<file path="src/rtl/mc_ctrl_pkg.sv">
// Shared MIPS definitions for the multi-cycle controller and its ALU: opcodes, functs,
// ALUOp/select codes, state encodings and the registered control-word layout.
package mc_ctrl_pkg;

    localparam logic [5:0] OP_RTYPE = 6'h00;
    localparam logic [5:0] OP_J     = 6'h02;
    localparam logic [5:0] OP_JAL   = 6'h03;
    localparam logic [5:0] OP_BEQ   = 6'h04;
    localparam logic [5:0] OP_ORI   = 6'h0D;
    localparam logic [5:0] OP_LUI   = 6'h0F;
    localparam logic [5:0] OP_LW    = 6'h23;
    localparam logic [5:0] OP_SW    = 6'h2B;

    localparam logic [5:0] FN_ADDU  = 6'h21;
    localparam logic [5:0] FN_SUBU  = 6'h23;
    localparam logic [5:0] FN_AND   = 6'h24;
    localparam logic [5:0] FN_OR    = 6'h25;

    localparam logic [1:0] ALU_ADD  = 2'b00;
    localparam logic [1:0] ALU_SUB  = 2'b01;
    localparam logic [1:0] ALU_AND  = 2'b10;
    localparam logic [1:0] ALU_OR   = 2'b11;

    localparam logic       SRCA_PC  = 1'b0;
    localparam logic       SRCA_REG = 1'b1;

    localparam logic [1:0] SRCB_REG  = 2'b00;
    localparam logic [1:0] SRCB_FOUR = 2'b01;
    localparam logic [1:0] SRCB_IMM  = 2'b10;
    localparam logic [1:0] SRCB_BOFS = 2'b11;

    localparam logic [1:0] EXT_ZERO = 2'b00;
    localparam logic [1:0] EXT_SIGN = 2'b01;
    localparam logic [1:0] EXT_HI   = 2'b10;

    localparam logic [1:0] PCSRC_ALU    = 2'b00;
    localparam logic [1:0] PCSRC_ALUOUT = 2'b01;
    localparam logic [1:0] PCSRC_JUMP   = 2'b10;

    localparam logic [1:0] DST_RT = 2'b00;
    localparam logic [1:0] DST_RD = 2'b01;
    localparam logic [1:0] DST_RA = 2'b10;

    localparam logic [1:0] M2R_ALUOUT = 2'b00;
    localparam logic [1:0] M2R_MDR    = 2'b01;
    localparam logic [1:0] M2R_PC     = 2'b10;

    typedef enum logic [3:0] {
        ST_RST     = 4'd0,
        ST_FETCH   = 4'd1,
        ST_DECODE  = 4'd2,
        ST_MEM_ADR = 4'd3,
        ST_MEM_RD  = 4'd4,
        ST_MEM_WB  = 4'd5,
        ST_MEM_WR  = 4'd6,
        ST_EXE_R   = 4'd7,
        ST_R_WB    = 4'd8,
        ST_EXE_I   = 4'd9,
        ST_I_WB    = 4'd10,
        ST_BRANCH  = 4'd11,
        ST_JUMP    = 4'd12,
        ST_JAL     = 4'd13
    } state_t;

    typedef struct packed {
        logic [1:0] alu_op;
        logic       src_a;
        logic [1:0] src_b;
        logic [1:0] ext_op;
        logic       pc_write;
        logic [1:0] pc_src;
        logic       ir_write;
        logic       mem_write;
        logic       reg_write;
        logic [1:0] reg_dst;
        logic [1:0] mem_to_reg;
        logic       done;
    } ctrl_t;

endpackage

</file>
<file path="src/rtl/mc_ctrl_if.sv">
// Controller <-> datapath bundle: IR fields and ALU flag in, select/enable controls out.
interface mc_ctrl_if #(
    parameter int ST_W = 4
);
    logic [5:0]      Op;
    logic [5:0]      Funct;
    logic            ALU_Zero;
    logic [1:0]      ALUOp;
    logic            ALUSrcA;
    logic [1:0]      ALUSrcB;
    logic [1:0]      ExtOp;
    logic            PCWrite;
    logic [1:0]      PCSrc;
    logic            IRWrite;
    logic            MemWrite;
    logic            RegWrite;
    logic [1:0]      RegDst;
    logic [1:0]      MemtoReg;
    logic            instr_done;
    logic            illegal;
    logic [ST_W-1:0] state_o;

    modport master (
        input  Op, Funct, ALU_Zero,
        output ALUOp, ALUSrcA, ALUSrcB, ExtOp, PCWrite, PCSrc, IRWrite,
               MemWrite, RegWrite, RegDst, MemtoReg, instr_done, illegal, state_o
    );

    modport slave (
        output Op, Funct, ALU_Zero,
        input  ALUOp, ALUSrcA, ALUSrcB, ExtOp, PCWrite, PCSrc, IRWrite,
               MemWrite, RegWrite, RegDst, MemtoReg, instr_done, illegal, state_o
    );
endinterface

</file>
<file path="src/rtl/mc_aluop_dec.sv">
// R-type funct decoder: ALU operation plus a legality flag for the supported subset.
module mc_aluop_dec
    import mc_ctrl_pkg::*;
(
    input  logic [5:0] funct,
    output logic [1:0] alu_op,
    output logic       legal
);
    always_comb begin
        alu_op = ALU_ADD;
        legal  = 1'b1;
        case (funct)
            FN_ADDU: alu_op = ALU_ADD;
            FN_SUBU: alu_op = ALU_SUB;
            FN_AND:  alu_op = ALU_AND;
            FN_OR:   alu_op = ALU_OR;
            default: legal  = 1'b0;
        endcase
    end
endmodule

</file>
<file path="src/rtl/mc_ctrl.sv">
// Multi-cycle MIPS control FSM with registered Moore outputs.
// Optional jal support is enabled by defining MC_CTRL_JAL_EN.
module mc_ctrl
    import mc_ctrl_pkg::*;
#(
    parameter int ST_W = 4
) (
    input logic      clk,
    input logic      rst_n,
    mc_ctrl_if.master bus
);
    logic [1:0] fn_alu_op;
    logic       fn_legal;
    state_t     state;
    state_t     state_nxt;
    ctrl_t      ctrl;

    mc_aluop_dec u_aluop_dec (
        .funct  (bus.Funct),
        .alu_op (fn_alu_op),
        .legal  (fn_legal)
    );

    function automatic state_t next_state(input state_t cur, input logic [5:0] opc,
                                          input logic fn_ok);
        case (cur)
            ST_RST:     return ST_FETCH;
            ST_FETCH:   return ST_DECODE;
            ST_DECODE: begin
                case (opc)
                    OP_LW, OP_SW:   return ST_MEM_ADR;
                    OP_RTYPE:       return fn_ok ? ST_EXE_R : ST_FETCH;
                    OP_ORI, OP_LUI: return ST_EXE_I;
                    OP_BEQ:         return ST_BRANCH;
                    OP_J:           return ST_JUMP;
`ifdef MC_CTRL_JAL_EN
                    OP_JAL:         return ST_JAL;
`endif
                    default:        return ST_FETCH;
                endcase
            end
            ST_MEM_ADR: return (opc == OP_LW) ? ST_MEM_RD : ST_MEM_WR;
            ST_MEM_RD:  return ST_MEM_WB;
            ST_EXE_R:   return ST_R_WB;
            ST_EXE_I:   return ST_I_WB;
            default:    return ST_FETCH;
        endcase
    endfunction

    // Control word for the state being entered; IR is already valid by DECODE, so
    // Op/Funct-dependent fields (EXE_R ALUOp, EXE_I ExtOp) can be latched on entry.
    function automatic ctrl_t ctrl_for(input state_t st, input logic [5:0] opc,
                                       input logic [1:0] fn_alu);
        ctrl_t c;
        c = '0;
        case (st)
            ST_FETCH: begin
                c.src_a    = SRCA_PC;
                c.src_b    = SRCB_FOUR;
                c.alu_op   = ALU_ADD;
                c.pc_src   = PCSRC_ALU;
                c.pc_write = 1'b1;
                c.ir_write = 1'b1;
            end
            ST_DECODE: begin
                c.src_a  = SRCA_PC;
                c.src_b  = SRCB_BOFS;
                c.alu_op = ALU_ADD;
            end
            ST_MEM_ADR: begin
                c.src_a  = SRCA_REG;
                c.src_b  = SRCB_IMM;
                c.ext_op = EXT_SIGN;
                c.alu_op = ALU_ADD;
            end
            ST_MEM_WB: begin
                c.reg_write  = 1'b1;
                c.reg_dst    = DST_RT;
                c.mem_to_reg = M2R_MDR;
                c.done       = 1'b1;
            end
            ST_MEM_WR: begin
                c.mem_write = 1'b1;
                c.done      = 1'b1;
            end
            ST_EXE_R: begin
                c.src_a  = SRCA_REG;
                c.src_b  = SRCB_REG;
                c.alu_op = fn_alu;
            end
            ST_R_WB: begin
                c.reg_write  = 1'b1;
                c.reg_dst    = DST_RD;
                c.mem_to_reg = M2R_ALUOUT;
                c.done       = 1'b1;
            end
            // lui relies on rs=$0: OR with the imm<<16 extension yields the result.
            ST_EXE_I: begin
                c.src_a  = SRCA_REG;
                c.src_b  = SRCB_IMM;
                c.alu_op = ALU_OR;
                c.ext_op = (opc == OP_LUI) ? EXT_HI : EXT_ZERO;
            end
            ST_I_WB: begin
                c.reg_write = 1'b1;
                c.reg_dst   = DST_RT;
                c.done      = 1'b1;
            end
            ST_BRANCH: begin
                c.src_a  = SRCA_REG;
                c.src_b  = SRCB_REG;
                c.alu_op = ALU_SUB;
                c.pc_src = PCSRC_ALUOUT;
                c.done   = 1'b1;
            end
            ST_JUMP: begin
                c.pc_src   = PCSRC_JUMP;
                c.pc_write = 1'b1;
                c.done     = 1'b1;
            end
`ifdef MC_CTRL_JAL_EN
            ST_JAL: begin
                c.reg_write  = 1'b1;
                c.reg_dst    = DST_RA;
                c.mem_to_reg = M2R_PC;
                c.pc_src     = PCSRC_JUMP;
                c.pc_write   = 1'b1;
                c.done       = 1'b1;
            end
`endif
            default: c = '0;
        endcase
        return c;
    endfunction

    assign state_nxt = next_state(state, bus.Op, fn_legal);

    // Async reset clears state and every registered enable at once, aborting any write.
    always_ff @(posedge clk or negedge rst_n) begin
        if (!rst_n) begin
            state <= ST_RST;
            ctrl  <= '0;
        end else begin
            state <= state_nxt;
            ctrl  <= ctrl_for(state_nxt, bus.Op, fn_alu_op);
        end
    end

    // An unsupported instruction is the only way DECODE falls straight back to FETCH.
    assign bus.illegal    = (state == ST_DECODE) && (state_nxt == ST_FETCH);
    assign bus.instr_done = ctrl.done | bus.illegal;

    assign bus.ALUOp    = ctrl.alu_op;
    assign bus.ALUSrcA  = ctrl.src_a;
    assign bus.ALUSrcB  = ctrl.src_b;
    assign bus.ExtOp    = ctrl.ext_op;
    assign bus.PCWrite  = ctrl.pc_write | ((state == ST_BRANCH) & bus.ALU_Zero);
    assign bus.PCSrc    = ctrl.pc_src;
    assign bus.IRWrite  = ctrl.ir_write;
    assign bus.MemWrite = ctrl.mem_write;
    assign bus.RegWrite = ctrl.reg_write;
    assign bus.RegDst   = ctrl.reg_dst;
    assign bus.MemtoReg = ctrl.mem_to_reg;
    assign bus.state_o  = ST_W'(state);

endmodule

</file>
<file path="src/flat_wrapper.sv">
// flat-port wrapper written by rule: the top's interface ports become plain ports
module mc_ctrl_flat import mc_ctrl_pkg::*;
#(
    parameter int ST_W = 4
)
  (clk, rst_n, bus_Op, bus_Funct, bus_ALU_Zero, bus_ALUOp, bus_ALUSrcA, bus_ALUSrcB, bus_ExtOp, bus_PCWrite, bus_PCSrc, bus_IRWrite, bus_MemWrite, bus_RegWrite, bus_RegDst, bus_MemtoReg, bus_instr_done, bus_illegal, bus_state_o);
  mc_ctrl_if #(.ST_W(ST_W)) bus_i ();
  input logic clk;
  input logic rst_n;
  input wire logic [$bits(bus_i.Op)-1:0] bus_Op;
  input wire logic [$bits(bus_i.Funct)-1:0] bus_Funct;
  input wire logic [$bits(bus_i.ALU_Zero)-1:0] bus_ALU_Zero;
  output wire logic [$bits(bus_i.ALUOp)-1:0] bus_ALUOp;
  output wire logic [$bits(bus_i.ALUSrcA)-1:0] bus_ALUSrcA;
  output wire logic [$bits(bus_i.ALUSrcB)-1:0] bus_ALUSrcB;
  output wire logic [$bits(bus_i.ExtOp)-1:0] bus_ExtOp;
  output wire logic [$bits(bus_i.PCWrite)-1:0] bus_PCWrite;
  output wire logic [$bits(bus_i.PCSrc)-1:0] bus_PCSrc;
  output wire logic [$bits(bus_i.IRWrite)-1:0] bus_IRWrite;
  output wire logic [$bits(bus_i.MemWrite)-1:0] bus_MemWrite;
  output wire logic [$bits(bus_i.RegWrite)-1:0] bus_RegWrite;
  output wire logic [$bits(bus_i.RegDst)-1:0] bus_RegDst;
  output wire logic [$bits(bus_i.MemtoReg)-1:0] bus_MemtoReg;
  output wire logic [$bits(bus_i.instr_done)-1:0] bus_instr_done;
  output wire logic [$bits(bus_i.illegal)-1:0] bus_illegal;
  output wire logic [$bits(bus_i.state_o)-1:0] bus_state_o;
  assign bus_i.Op = bus_Op;
  assign bus_i.Funct = bus_Funct;
  assign bus_i.ALU_Zero = bus_ALU_Zero;
  assign bus_ALUOp = bus_i.ALUOp;
  assign bus_ALUSrcA = bus_i.ALUSrcA;
  assign bus_ALUSrcB = bus_i.ALUSrcB;
  assign bus_ExtOp = bus_i.ExtOp;
  assign bus_PCWrite = bus_i.PCWrite;
  assign bus_PCSrc = bus_i.PCSrc;
  assign bus_IRWrite = bus_i.IRWrite;
  assign bus_MemWrite = bus_i.MemWrite;
  assign bus_RegWrite = bus_i.RegWrite;
  assign bus_RegDst = bus_i.RegDst;
  assign bus_MemtoReg = bus_i.MemtoReg;
  assign bus_instr_done = bus_i.instr_done;
  assign bus_illegal = bus_i.illegal;
  assign bus_state_o = bus_i.state_o;
  mc_ctrl #(.ST_W(ST_W)) u_core (.clk(clk), .rst_n(rst_n), .bus(bus_i));
endmodule
</file>
<file path="config.mk">
export PLATFORM = sky130hd
export DESIGN_NAME = mc_ctrl_flat
export DESIGN_NICKNAME = d
export VERILOG_FILES = /design/src/rtl/mc_ctrl_pkg.sv /design/src/rtl/mc_ctrl_if.sv /design/src/rtl/mc_aluop_dec.sv /design/src/rtl/mc_ctrl.sv /design/src/flat_wrapper.sv
export SDC_FILE = /design/constraint.sdc
export NUM_CORES = 1
export LEC_CHECK = 0
export ABC_CLOCK_PERIOD_IN_PS = 4000
export CAP_MARGIN = 30
export CORE_ASPECT_RATIO = 0.75
export CORE_MARGIN = 1
export CORE_UTILIZATION = 45
export CTS_CLUSTER_SIZE = 12
export DETAILED_ROUTE_END_ITERATION = 12
export GPL_TIMING_DRIVEN = 0
export PLACE_DENSITY = 0.81
export SLEW_MARGIN = 20
export SYNTH_ARGS = -nofsm -noshare
export SYNTH_HDL_FRONTEND = slang
export SYNTH_SLANG_ARGS = --single-unit
export TNS_END_PERCENT = 50
</file>
<file path="constraint.sdc">
create_clock -name clk -period 4 [get_ports clk]
set_input_delay 1.2 -clock clk [delete_from_list [all_inputs] [get_ports clk]]
set_output_delay 1.2 -clock clk [all_outputs]
set_load 0.01 [all_outputs]
</file>
==> metrics.md, run 1 <==
| Metric | Value |
|---|---|
| Outcome | `complete, no violations` |
| CTS clk-pin slew, worst paths | `0.12 ns` |
| Post-synth top area share | `0.413` |
| Kind of critical path | `input port to primary output` |
| Layout cells sized above 1 | `0.326` |
| Hold Fails Final Rpt | `0` |
| I/O pin count | `38` |
| Reg2Reg Depth | `8` |
| GR Util All Layers | `0.231` |
| Crit path cell chain | `buf_2 > and2_1 > a22o_1 > a32oi_2 > clkinv_2 > nor2_4 > nand2_2 > o21bai_1 > buf_2` |
| Cell mode on critical path | `buf_2` |
| Synth Warn # | `0` |
| Critical path's slowest cell | `a32oi_2` |
| Crit path arrival time | `2.68 ns` |
| Initial antenna violation count | `0` |
| Crit Path Max Fanout | `8` |
| Starting Density | `0.501` |
| First-pass GRT wire length | `4690 microns` |
| Post-DRT Antenna Nets | `0` |
| WHS Endpoint | `u_core.bus.MemtoReg[0]` |
| Cell row count | `15` |
| CTS tree | `done` |
| Final slew viol count | `0` |
| Most common cell in the netlist | `dfrtp_1` |
| HP Start | `u_core.bus.state_o[2]` |
| Clock tree buffer depth | `2` |
| Pin count of the biggest net entering global routing | `21` |
| Post-Layout Inst Area | `0.00175 sq mm` |
| Register-to-register setup slack | `1.46 ns` |
| Crit path largest cell delay | `0.26 ns` |
| Die area | `0.00291 sq mm` |
| Vias | `1142` |
| Worst hold stages | `3` |
| ANT cells | `0` |
| Clock root buffer | `clkbuf_4` |
| WP data required | `2.80 ns` |
| Worst vdd ir | `0.226 mV` |
| Die Span Y | `47.0 microns` |
| Sequential area share after synthesis | `0.413` |
| Synth cell types | `47` |
| I/O Buffers | `32` |
| Synth top cells by count | `dfrtp_1, buf_4, nor2_1, nand2_1, inv_1` |
| Synth top area cells | `dfrtp_1, buf_4, nor2_1` |
| Dpl cell area | `0.00158 sq mm` |
| Crit path launch type | `input port` |
| R2R Path Start | `u_core.bus.state_o[2]` |
| Final setup vio count | `0` |
| GRT overflow | `0` |
| WL final | `3130 microns` |
| DP Wirelength | `2020 microns` |
| Non-filler cells, final | `209` |
| Setup WS post-layout | `0.117 ns` |
| Post-Synthesis Cells | `129` |
| Seq cells post-synth | `20` |
| Final GP Congestion | `0.854` |
| Final Cycle Share | `0.971` |
| Vias per cell | `5.46` |
| Vias in the first global route | `985` |
| Final min period | `3.88 ns` |
| Area grow syn2layout | `44.5%` |
| Clock Skews | `0.0111 ns` |
| DR pass1 iterations | `4` |
| Die span in x | `61.9 microns` |
| Routed len/inst | `15.0 microns` |
| Fmax | `258 MHz` |
| Max Cap Violations | `0` |
| DP Worst Slack | `-1.08 ns` |
| Synthesized area per cell | `9.40 sq um` |
| Leak | `0.896 nW` |
| Clk sinks | `20` |
| Later-pin clock latency in the skew report | `0.32 ns` |
| Final Util | `0.724` |
| Pwr per Cell Area | `613 mW/mm^2` |
| Max H-tree Level | `1` |
| Cell taking the most area after synthesis | `dfrtp_1` |
| Post-synth EDFFs | `0` |
| Drt initial violations | `21` |
| Synth Cell Area | `0.00121 sq mm` |
| # DRC | `0` |
| Num CTS Buffers | `3` |
| Worst hold path class | `register to register` |
| CP endpoint kind | `primary output` |
| Placed Instances | `196` |
| RSZ-0062 raised after global routing | `no` |
| Crit Reg-Reg Endpoint | `u_core.bus.ALUOp[0]` |
| Share of flip-flops with an asynchronous set or reset | `1.00` |
| Core Area | `0.00242 sq mm` |
| Nets | `191` |
| Ys flop type | `dfrtp_1` |
==> metrics by stage <==
step           power, mW  hold WS (ns)  setup TNS [ns]
4_1_cts             1.04         0.781         -0.0324
3_3_place_gp       0.832         0.728           -1.86
5_1_grt             1.15         0.848               0
2_1_floorplan      0.634         0.722               0
3_5_place_dp       0.846         0.740           -2.05
6_report            1.07         0.802               0
==> registers in the layout (all words and copies together) (netlist names) <==
| register | count |
|---|---|
| u_core.bus.RegWrite | 1 |
| u_core.bus.ALUSrcA | 1 |
| u_core.bus.PCSrc | 2 |
| u_core.bus.IRWrite | 1 |
| u_core.bus.state_o | 4 |
| u_core.ctrl | 2 |
| u_core.bus.ALUOp | 2 |
| u_core.bus.MemtoReg | 1 |
| u_core.bus.ALUSrcB | 2 |
| u_core.bus.MemWrite | 1 |
| u_core.bus.RegDst | 1 |
| u_core.bus.ExtOp | 2 |
==> timing repair <==
action                                  CTS  global route
resized for setup                        23            12
hold buffers                              0             0
hold endpoints to repair                  0             0
endpoints found under the setup margin    2             2
pin swaps                                 4             6
setup buffers                             5             3
==> worst max-delay path: cells and delay by family <==
family,cells,cell delay [ns]
compound gates,3,0.66
buf+inv,3,0.43
simple gates,3,0.39
==> worst max-delay path by stage <==
stage                     end          from  slack, ns
2_1_floorplan  bus_instr_done     bus_Op[2]       0.12
3_3_place_gp   bus_instr_done     bus_Op[3]      -0.96
3_5_place_dp   bus_instr_done     bus_Op[3]      -1.08
4_1_cts           bus_illegal  bus_Funct[5]      -0.03
5_1_grt        bus_instr_done     bus_Op[3]       0.03
6_report       bus_instr_done     bus_Op[3]       0.12
==> metal layers <==
| metal | vias to the layer above | GRT usage | part of all wire |
|---|---|---|---|
| met5 | - | 0 | 0 |
| li1 | 536 | - | - |
| met2 | 53 | 0.385 | 0.48 |
| met1 | 545 | 0.296 | 0.42 |
| met4 | 0 | 0.133 | 0.033 |
| met3 | 8 | 0.0248 | 0.057 |
==> layout by cell type, fill, tap and decap left out, types with 2 or more instances in the layout <==
cell type / instances
a22o_1: 2
a31o_2: 2
a31oi_1: 2
a41o_1: 2
buf_2: 3
buf_4: 23
clkbuf_1: 2
clkbuf_2: 2
clkbuf_4: 3
clkdlybuf4s50_1: 21
conb_1: 2
dfrtp_1: 20
dlygate4sd2_1: 2
dlymetal6s2s_1: 5
inv_1: 6
nand2_1: 7
nand2_2: 2
nand2b_1: 2
nand2b_4: 2
nand4_1: 2
nand4b_1: 2
nor2_1: 13
nor2b_1: 3
nor3_1: 4
nor4_1: 2
o211a_1: 2
o21a_1: 3
o21ai_2: 3
xor2_1: 2
==> cells by family (layout without fill, tap and decap cells) <==
| logic type | after synthesis | in the layout | synth area share |
|---|---|---|---|
| simple gates | 51 | 51 | 0.234 |
| compound gates | 29 | 29 | 0.201 |
| buf+inv | 26 | 71 | 0.134 |
| flops | 20 | 20 | 0.413 |
| xor+xnor | 2 | 2 | 0.0145 |
| other cells | 1 | 2 | 0.00309 |
==> report_power, final <==
part | switching (mW) | total [mW] | leakage, nW | internal (mW)
registers | 0.0265 | 0.291 | 0.263 | 0.264
clock network | 0.0675 | 0.169 | 0.0279 | 0.102
logic | 0.310 | 0.613 | 0.605 | 0.303
total | 0.404 | 1.07 | 0.896 | 0.669
==> final cells by class <==
class                   instances  area [sq um]
plain buffers                  19           136
clock buffers                   3          22.5
clock inverters                 1          30.0
fillers                       172           669
inverters                       7          27.5
multi-input cells              84           607
flip-flops and latches         20           500
well taps                      34          42.5
repair buffers                 41           385
Note: power is estimated with default switching activity, not from simulation.
==> inputs of run 2 (changes only) <==
Settings changed: CTS_CLUSTER_SIZE 12 to not set.
==> results of run 2 <==
Same layout as run 1: the final DEF is identical, and so are final timing and power.
==> RTL edit 1: new RTL, settings of run 1 <==
Build with the macro `MC_CTRL_JAL_EN` defined.
--- a/src/rtl/mc_ctrl.sv
+++ b/src/rtl/mc_ctrl.sv
@@ -1,4 +1,6 @@
 // Multi-cycle MIPS control FSM with registered Moore outputs.
 // Optional jal support is enabled by defining MC_CTRL_JAL_EN.
+`define MC_CTRL_JAL_EN
+
 module mc_ctrl
     import mc_ctrl_pkg::*;
Function: changed (a bounded check fails within 4 cycles, from zero or initial values and one cycle with rst_n low).
==> RTL edit 1 against run 1 <==
Synthesized area rose by 0.31%; largest cell class unchanged; total power fell by 8.4%; highest routed layer unchanged; hold slack got worse by 0.15 ns; wire length fell by 12%; setup slack got worse by 0.065 ns; sequential power rose by 4%; clock skew fell by 0.0019 ns; count of clock-buffer cells in the layout rose by 1; register-to-register slack improved by 0.02 ns; sequential cell count rose by 1; global-route usage fell by 1.9 points; cell area fell by 0.43%.
==> RTL edit 1: results (changes against run 1) <==
stage	metric	value	unit	change
outcome	outcome	complete, no violations		
routing	metal3 WL	180	um	+1.7%
global_route	Total GRT Usage	21.22	%	-1.9 points
power	Leak Pwr	0.0008142	uW	-9.1%
global_route	first-pass GRT wire length	4.319	mm	-7.8%
routing	vias per cell	5.242		-4.1%
layout	Final nets	189		-1.0%
yosys	Post-Synthesis Cells	125		-3.1%
placement	post-DP HPWL	1.972	mm	-2.6%
yosys	synth unique cells	45		-4.3%
routing	1st-iter DRT viols	27		+29%
placement	port bufs	33		+3.1%
global_route	vias in the first global route	971		-1.4%
yosys	sequential fraction of the synthesis area	43.21	%	+1.9 points
setup_path	peak per-stage delay on the critical path	0.40	ns	+0.14 ns
global_route	largest net degree at the start of global routing	22		+4.8%
timing	clock skew	0.009204	ns	-0.001939 ns
setup_path	critical path's top delay family	simple AND/OR/NAND/NOR gates		
layout	P&R area growth vs syn	43.42	%	
routing	met1 wire length	1.217	mm	-8.4%
yosys	top area cells in the synthesized netlist	dfrtp_1 43%, buf_4 7.4%, nand2_1 4.9%		
power	Worst VDD drop	493.3	uV	+120%
global_route	met1 Track Usage GR	26.82	%	-2.8 points
routing	routed len/inst	13.36	um	-11%
routing	WL final	2.765	mm	-12%
global_route	met2 Usage GRT	36.81	%	-1.7 points
clocking	Post-CTS Setup Bufs	8		+3
layout	Fillers	182		+5.8%
placement	Placer Congestion	0.8382		-1.8%
layout	layout cells sized above 1	31.79	%	-0.78 points
[RTL edit 1: power breakdown]
part / leakage (uW) / switching [uW] / internal, uW
combinational: 0.000522 / 276 / 304
sequential: 0.000278 / 28.6 / 274
clock: 0.0000150 / 60.8 / 38.9
total: 0.000814 / 366 / 617
[RTL edit 1: final cells by class]
| type | count | share of cell area, % |
|---|---|---|
| multi-input cells | 81 | 34.36 |
| flip-flops and latches | 21 | 30.13 |
| repair buffers | 44 | 22.60 |
| plain buffers | 20 | 8.321 |
| well taps | 34 | 2.439 |
| clock buffers | 4 | 1.506 |
| inverters | 3 | 0.6456 |
[RTL edit 1: cells by family (layout without fill, tap and decap cells)]
family	count (synthesis)	after routing	share of synthesized area, %
flip-flops	21	21	43.21
AND/OR/NAND/NOR	55	55	25.93
buffers and inverters	23	71	11.73
AO/OA/AOI/OAI	23	23	16.67
multiplexers	2	2	1.749
XOR/XNOR	1	1	0.7203
[RTL edit 1: path summary, 6_finish.rpt]
kind / end / from / slack (ns) / depth (start not counted)
worst max-delay path: bus_instr_done / bus_Funct[4] / 0.05 / 8
worst max register to register: u_core.bus.ALUOp[1]$_DFF_PN0_ / u_core.bus.state_o[0]$_DFF_PN0_ / 1.48 / 7
worst min-delay path: u_core.bus.MemtoReg[0]$_DFF_PN0_ / u_core.bus.state_o[0]$_DFF_PN0_ / 0.66 / 2
max in group asynchronous: u_core.bus.IRWrite$_DFF_PN0_ / rst_n / 2.42 / 2
worst min register to register: u_core.bus.MemtoReg[0]$_DFF_PN0_ / u_core.bus.state_o[0]$_DFF_PN0_ / 0.66 / 2
min in group asynchronous: u_core.bus.PCSrc[0]$_DFF_PN0_ / rst_n / 1.17 / 1
==> RTL edit 2: new RTL, settings of run 1 <==
Made on the original files. Make the reset (`rst_n`) synchronous in one clocked block. Comments in the files are not updated.
--- a/src/rtl/mc_ctrl.sv
+++ b/src/rtl/mc_ctrl.sv
@@ -137,5 +137,5 @@
 
     // Async reset clears state and every registered enable at once, aborting any write.
-    always_ff @(posedge clk or negedge rst_n) begin
+    always_ff @(posedge clk) begin
         if (!rst_n) begin
             state <= ST_RST;
Formal check against the unedited RTL: differs if rst_n is asserted again (counterexample within 4 cycles, from zero or initial values and one cycle with rst_n low); with rst_n held inactive, the same outputs for 10 cycles.
==> RTL edit 2 against run 1 <==
Cell area is 5.9% lower; critical path type unchanged; synthesized cell count is 2.3% higher; wire length is 0.99% lower; largest cell class unchanged; sequential cell count stayed put; setup slack worse by 0.10 ns; global-route usage is 0.34 points higher; register-to-register slack better by 0.15 ns; synthesized area is 2.6% lower.
Power is not compared: it rests on default switching activity, and its combinational part moved more than twofold at a synthesized area within 25%.
==> RTL edit 2: results (changes against run 1) <==
stage	metric	value	unit	change
hold_path	min-delay src	u_core.bus.state_o[0]$_SDFF_PN0_		
placement	DP Worst Slack	-0.8496	ns	+0.2273 ns
routing	WL final	3.097	mm	-0.99%
timing	Worst Hold Margin	0.7240	ns	-0.07802 ns
global_route	largest net degree at the start of global routing	12		-43%
placement	placed cells	195		-0.51%
layout	inverters	6		-1
clocking	post-cts sizing count	29		+26%
placement	placed instance area	1508	um2	-4.5%
layout	Clock-cell share	2.202	%	-0.80 points
hold_path	Min-Delay Path Depth	2		-1
placement	post-DP HPWL	2.112	mm	+4.3%
layout	sequential share of cell area	24.30	%	-4.3 points
clocking	Clock Latency Late Sink	0.30	ns	-0.02 ns
setup_path	R2R Setup Slk	1.61	ns	+0.15 ns
layout	NonClk Buf Share	27.03	%	-2.8 points
layout	nonclk buf count	54		-10%
layout	final core utilization	69.13	%	-3.2 points
yosys	synth cell count leaders	20 x dfxtp_1, 15 x buf_4, 11 x nor2_1		
global_route	first-pass GRT wire length	4.816	mm	+2.8%
timing	Tmin final	3.983	ns	+0.1006 ns
layout	layout cells sized above 1	29.24	%	-3.3 points
setup_path	CP Max Fanout	3		-5
setup_path	r2r endpoint	u_core.bus.ALUOp[0]$_SDFF_PN0_		
yosys	Synth Flop Type	dfxtp_1		
layout	clkbuf count	4		+1
hold_path	Hold EP	u_core.bus.MemWrite$_SDFF_PN0_		
routing	vias post-DR	1167		+2.2%
layout	Final nets	187		-2.1%
placement	port bufs	28		-13%
yosys	top area cells in the synthesized netlist	dfxtp_1 34%, buf_4 9.5%, nor2_1 3.5%		
yosys	synth unique cells	51		+8.5%
routing	vias per cell	5.693		+4.2%
outcome	outcome	complete, no violations		
layout	multi-input gates	87		+3.6%
yosys	Syn Area/Cell	8.948	um2	-4.8%
RTL edit 2: cell count changes after synthesis, moves of 3 or more:
cell	before	now
dfrtp_1	20	0
dfxtp_1	0	20
nand2b_1	4	0
and2_1	1	4
buf_2	1	4
nor2_1	14	11
nor3_1	4	7
RTL edit 2: cell families after synthesis:
kind of cell,after synthesis,share of synthesized area [%]
other,1,0.3175
AOI/OAI and AO/OA,31,25.53
DFF,20,33.90
xor gates and xnor gates,2,1.483
buffers and inverters,26,13.45
and+or+nand+nor,52,25.32
RTL edit 2: worst max-delay path, stage by stage:
cell and delay, ns:
dlygate4sd2_1 0.28, nor3b_4 0.24, o2111ai_2 0.14, a311o_2 0.43, and2_4 0.18, nand2_4 0.08, o31ai_1 0.07, buf_2 0.16
RTL edit 2: layer usage:
metal  wire length (um)  up-vias  global-route usage [%]
li1                   -      548                       -
met1               1310      559                   28.26
met2               1508       54                   40.87
met3                245        6                   7.022
met4                 32        0                   5.909
met5                  0        -                       0
